File: config.mk
export PLATFORM = sky130hd
export DESIGN_NAME = seg_scan_ctrl
export DESIGN_NICKNAME = d
export VERILOG_FILES = /design/src/rtl/seg_scan_ctrl.sv
export SDC_FILE = /design/constraint.sdc
export NUM_CORES = 1
export LEC_CHECK = 0
export CORE_UTILIZATION = 60
export DETAILED_ROUTE_END_ITERATION = 16
export PLACE_DENSITY_LB_ADDON = 0.05
export SETUP_SLACK_MARGIN = 0.02
export SYNTH_ARGS = -nofsm -noshare
export SYNTH_HDL_FRONTEND = slang
export SYNTH_SLANG_ARGS = --single-unit
File: constraint.sdc
create_clock -name clk -period 4.2 [get_ports clk]
set_input_delay 0.42 -clock clk [delete_from_list [all_inputs] [get_ports clk]]
set_output_delay 0.42 -clock clk [all_outputs]
set_load 0.1 [all_outputs]
File: src/rtl/seg_scan_ctrl.sv
// Time-multiplexed scan controller for an N-digit common-anode 7-segment display.
// Optional blinking is compiled in when SEG_SCAN_BLINK_EN is defined.
module seg_scan_ctrl #(
  parameter int REFRESH_DIV = 100000,
  parameter int NUM_DIGITS  = 4,
  parameter int BLINK_DIV   = 250
) (
  input  logic                      clk,
  input  logic                      rst_n,
  input  logic [4*NUM_DIGITS-1:0]   digits_in,
  input  logic                      load,
  input  logic [NUM_DIGITS-1:0]     blank_mask,
`ifdef SEG_SCAN_BLINK_EN
  input  logic [NUM_DIGITS-1:0]     blink_mask,
`endif
  output logic                      load_ack,
  output logic [3:0]                digit_out,
  output logic [NUM_DIGITS-1:0]     an,
  output logic                      frame_start
);

  localparam int DW   = $clog2(REFRESH_DIV);
  localparam int IDXW = (NUM_DIGITS > 1) ? $clog2(NUM_DIGITS) : 1;

  localparam logic [0:0] ST_IDLE = 1'b0;
  localparam logic [0:0] ST_SCAN = 1'b1;

  logic [0:0]              r_state;
  logic [DW-1:0]           r_div;
  logic [IDXW-1:0]         r_idx;
  logic [4*NUM_DIGITS-1:0] r_shadow;
  logic [4*NUM_DIGITS-1:0] r_staging;
  logic                    r_pending;
  logic [NUM_DIGITS-1:0]   r_an;
  logic [3:0]              r_digit;
  logic                    r_frame;
  logic                    r_ack;

  logic                    w_tick;
  logic [IDXW-1:0]         w_next_idx;
  logic                    w_wrap;
  logic                    w_apply;
  logic [4*NUM_DIGITS-1:0] w_apply_data;
  logic [4*NUM_DIGITS-1:0] w_frame_data;
  logic [3:0]              w_nibble;
  logic [NUM_DIGITS-1:0]   w_an;
  logic                    w_blank;
  logic                    w_dark;

`ifdef SEG_SCAN_BLINK_EN
  localparam int BW = (BLINK_DIV > 1) ? $clog2(BLINK_DIV) : 1;
  logic [BW-1:0] r_blink_cnt;
  logic          r_phase;
  logic          w_blink_sel;
`endif

  assign w_tick = (r_div == DW'(REFRESH_DIV - 1));

  always_comb begin
    w_next_idx = '0;
    if (r_state == ST_SCAN && r_idx != IDXW'(NUM_DIGITS - 1))
      w_next_idx = r_idx + 1'b1;
    w_wrap       = (w_next_idx == '0);
    // The slot that opens a frame also commits the staged digits, so it must
    // already show them; a load in that same cycle bypasses staging.
    w_apply      = w_tick && w_wrap && (r_pending || load);
    w_apply_data = load ? digits_in : r_staging;
    w_frame_data = w_apply ? w_apply_data : r_shadow;
    w_nibble     = 4'hF;
    w_blank      = 1'b0;
    w_an         = '1;
`ifdef SEG_SCAN_BLINK_EN
    w_blink_sel  = 1'b0;
`endif
    for (int unsigned i = 0; i < NUM_DIGITS; i++) begin
      if (w_next_idx == IDXW'(i)) begin
        w_nibble = w_frame_data[4*i +: 4];
        w_blank  = blank_mask[i];
        w_an[i]  = 1'b0;
`ifdef SEG_SCAN_BLINK_EN
        w_blink_sel = blink_mask[i];
`endif
      end
    end
`ifdef SEG_SCAN_BLINK_EN
    w_dark = w_blank | (r_phase & w_blink_sel);
`else
    w_dark = w_blank;
`endif
  end

  always_ff @(posedge clk or negedge rst_n) begin
    if (!rst_n) begin
      r_state   <= ST_IDLE;
      r_div     <= '0;
      r_idx     <= '0;
      r_shadow  <= '0;
      r_staging <= '0;
      r_pending <= 1'b0;
      r_an      <= '1;
      r_digit   <= 4'hF;
      r_frame   <= 1'b0;
      r_ack     <= 1'b0;
    end else begin
      r_div   <= w_tick ? '0 : r_div + 1'b1;
      r_frame <= 1'b0;
      r_ack   <= 1'b0;
      if (w_apply) begin
        r_shadow  <= w_apply_data;
        r_pending <= 1'b0;
        r_ack     <= 1'b1;
      end else if (load) begin
        r_staging <= digits_in;
        r_pending <= 1'b1;
      end
      if (w_tick) begin
        r_state <= ST_SCAN;
        r_idx   <= w_next_idx;
        r_frame <= w_wrap;
        r_an    <= w_dark ? '1 : w_an;
        r_digit <= w_dark ? 4'hF : w_nibble;
      end
    end
  end

`ifdef SEG_SCAN_BLINK_EN
  always_ff @(posedge clk or negedge rst_n) begin
    if (!rst_n) begin
      r_blink_cnt <= '0;
      r_phase     <= 1'b0;
    end else if (w_tick) begin
      if (r_blink_cnt == BW'(BLINK_DIV - 1)) begin
        r_blink_cnt <= '0;
        r_phase     <= ~r_phase;
      end else begin
        r_blink_cnt <= r_blink_cnt + 1'b1;
      end
    end
  end
`endif

  assign an          = r_an;
  assign digit_out   = r_digit;
  assign frame_start = r_frame;
  assign load_ack    = r_ack;

endmodule

==> flow_summary.toml <==
[clocking]
insertion_delay_ns = 0.33
htreeDepth = 3
root_buffer = "clkbuf_8"
clk_pin_slew_worst_paths_ns = 0.07
cts.repair.resized = 0
cts_num_sinks = 63
ctsHoldBuffers = 0
numCtsBuffers = 9
clockBufferDepth = 2
post-cts-setup-buffers = 0
cts_tree = "yes"

[worst_hold_path]
hold_class = "input pin to async pin"

[sta]
rsz0062_at_grt = "no"
final_hold_viol_count = 0
setup_violations = 0
slew_violations = 0
slew_headroom_pct = 34.7
worst_slew_pin_slew_ns = 0.976
setup_ws_ns = 1.21
finalCriticalPeriod_ns = 2.99
skew_ns = 0.00542
setup_tns_ns = 0
timing.final.crit_share_pct = 71.1
fmax_ghz = 0.335

[finish]
final_nets = 325
num_antenna_cells = 0
area_growth_pct = 17.3
layout_commonest_cell = "dfrtp_1"
final_cell_area_um2 = 3420
multi_input_area_um2 = 1230
regArea_um2 = 1590
drive_gt1_share_pct = 14.1
fill_cells = 326
layout_common_cells = "dfrtp_1 (55), clkdlybuf4s50_1 (31), nor2_1 (27), o21ai_0 (22), nand2_1 (18)"

[critical_path]
path_class = "flop to flop"
startpoint_type = "flop"
worst_ep_arrival_time_ns = 3.20
crit_path_start = "r_idx[0]"
required_ns = 4.42
worstReg2RegStart = "r_idx[0]"
endpoint_kind = "flop"
cpPeakStageDelay_ns = 0.65
crit_slowest_cell = "o22ai_1"
cp_cell_sequence = "ha_1 -> nand2b_1 -> o22ai_1 -> nand2b_4 -> nand2_1 -> mux2_2"
cp_max_fo = 31

[synthesis]
synth_warnings = 0
ys_types = 39
avgSynthCellArea_um2 = 10.9
syn_area_um2 = 2920
ys_seq_elements = 63
synthesis.nets = 293
seq_area_frac_synth_pct = 54.4
synthCells = 268

[detailed_routing]
viasPerCell = 5.90
drc = 0
first_iter_violations = 116
wirelength_um = 5690
routed-via-count = 2107
drt_first_pass_iters = 4
routedWlPerCell_um = 15.9
antenna_left = 0

[pwr]
ir_worst_vdd_mv = 0.233
power.leakage_uw = 0.00154
p_per_area_nw_per_um2 = 352
finalPower_uw = 1200

[grt]
use_met2_pct = 40.5
grt_use_met1_pct = 32.7
first_global_vias = 2052
grt-busiest-layer = "met2"
grtUsageTotal_pct = 25.2
overflow = 0
grt_antenna_before_repair = 0
grt_pass1_wl_um = 9670
gr-usage-met3_pct = 5.91
grt_max_degree = 64

[placed_design]
io_buffers = 32
gp_congestion = 0.892
placed_area_um2 = 3220
preCtsSetupSlack_ns = 1.11
place_hpwl_um = 3970

[flow_run]
maxCapViolations = 0

[floorplanning]
start_util_pct = 64.7
fp.dieW_um = 71.7
core_area_um2 = 4500
ios = 33
row_count = 24
dieArea_um2 = 5140
die_h_um = 71.7

[outcome]
status = "finished, final reports clean"
cell families after synthesis:
group	after synthesis	share of synthesized area (%)
XOR/XNOR	13	3.91
multiplexers	30	10.9
AND/OR/NAND/NOR	86	15.4
adder cells (fa/ha/maj)	2	0.858
buffers and inverters	16	3.35
flip-flops	63	54.4
AO/OA/AOI/OAI	58	11.2
final timing paths:
kind	slack [ns]	depth (start not counted)	end
hold / removal	0.23	2	r_div[2]
min in group clk	0.47	1	r_shadow[1]
max in group asynchronous	3.44	2	r_idx[1]
setup / recovery	1.21	6	r_staging[11]
hold reg to reg	0.47	1	r_shadow[1]
setup reg to reg	1.21	6	r_staging[11]
report_power, final:
| part | total (uW) | switching (uW) | internal, uW |
|---|---|---|---|
| clock | 498 | 222 | 276 |
| sequential | 630 | 7.40 | 623 |
| combinational | 74.4 | 34.5 | 39.9 |
| total | 1200 | 264 | 938 |
worst max-delay path: cells and delay by family, from the launching register on:
| kind | cells | cell delay, ns |
|---|---|---|
| adders and majority gates | 1 | 0.25 |
| and+or+nand+nor | 3 | 1.08 |
| AOI/OAI and AO/OA | 1 | 0.65 |
| muxes | 1 | 0.41 |
| DFF | 1 | 0.48 |
per-stage QoR:
stage          util (%)  instances  hold WS, ns
3_5_place_dp       71.6        341        0.458
6_report           75.9        357        0.229
5_1_grt            75.9        357        0.302
2_1_floorplan         -        268        0.124
4_1_cts            75.9        357        0.265
3_3_place_gp       71.6        341        0.450
Yosys cell counts:
master,number,area [um^2]
xor2_1,5,43.8
nand3_1,8,40.0
o32ai_1,3,26.3
o21ai_1,11,55.1
nand2_1,18,67.6
nand2b_1,2,12.5
and2_1,2,12.5
nand2b_4,1,13.8
buf_4,1,7.51
and4_1,3,26.3
nor4b_2,1,15.0
dfstp_2,8,210
mux2i_1,17,170
a211oi_1,1,7.51
buf_6,4,45.0
and4_4,1,11.3
buf_2,2,10.0
mux2_2,13,146
xnor2_1,8,70.1
a31oi_1,4,25.0
ha_1,2,25.0
nor4b_1,2,17.5
inv_1,3,11.3
nand4_1,5,31.3
and4b_1,1,10.0
o21ai_0,22,110
o22ai_1,4,25.0
a21o_1,4,30.0
nor2b_1,2,12.5
and3_1,7,43.8
a221oi_1,1,8.76
or3_1,1,6.26
nor3_1,4,20.0
clkbuf_1,5,18.8
a21oi_1,8,40.0
clkbuf_2,1,5.00
nor2_1,27,101
nor4_1,1,6.26
dfrtp_1,55,1380
sequential cells by signal, indices dropped and copies added, names as in the netlist:
signal / cells
an: 4
digit_out: 4
frame_start: 1
load_ack: 1
r_div: 17
r_idx: 2
r_pending: 1
r_shadow: 16
r_staging: 16
r_state: 1
layer usage:
layer,part of all wire (%),routed length (um),vias to the layer above
met1,46,2640,1037
met2,49,2790,41
met5,0,0,-
met3,3.2,183,6
met4,1.4,81,0
li1,-,-,1023
area by class of cell:
type / count / area share (%)
Timing Repair Buffer: 34 / 9.66
Clock buffer: 13 / 5.23
Sequential cell: 63 / 46.4
Inverter: 3 / 0.329
Clock inverter: 3 / 0.439
Multi-Input combinational cell: 189 / 36.0
Tap cell: 52 / 1.90
No activity file was read; power rests on OpenSTA's default activity.
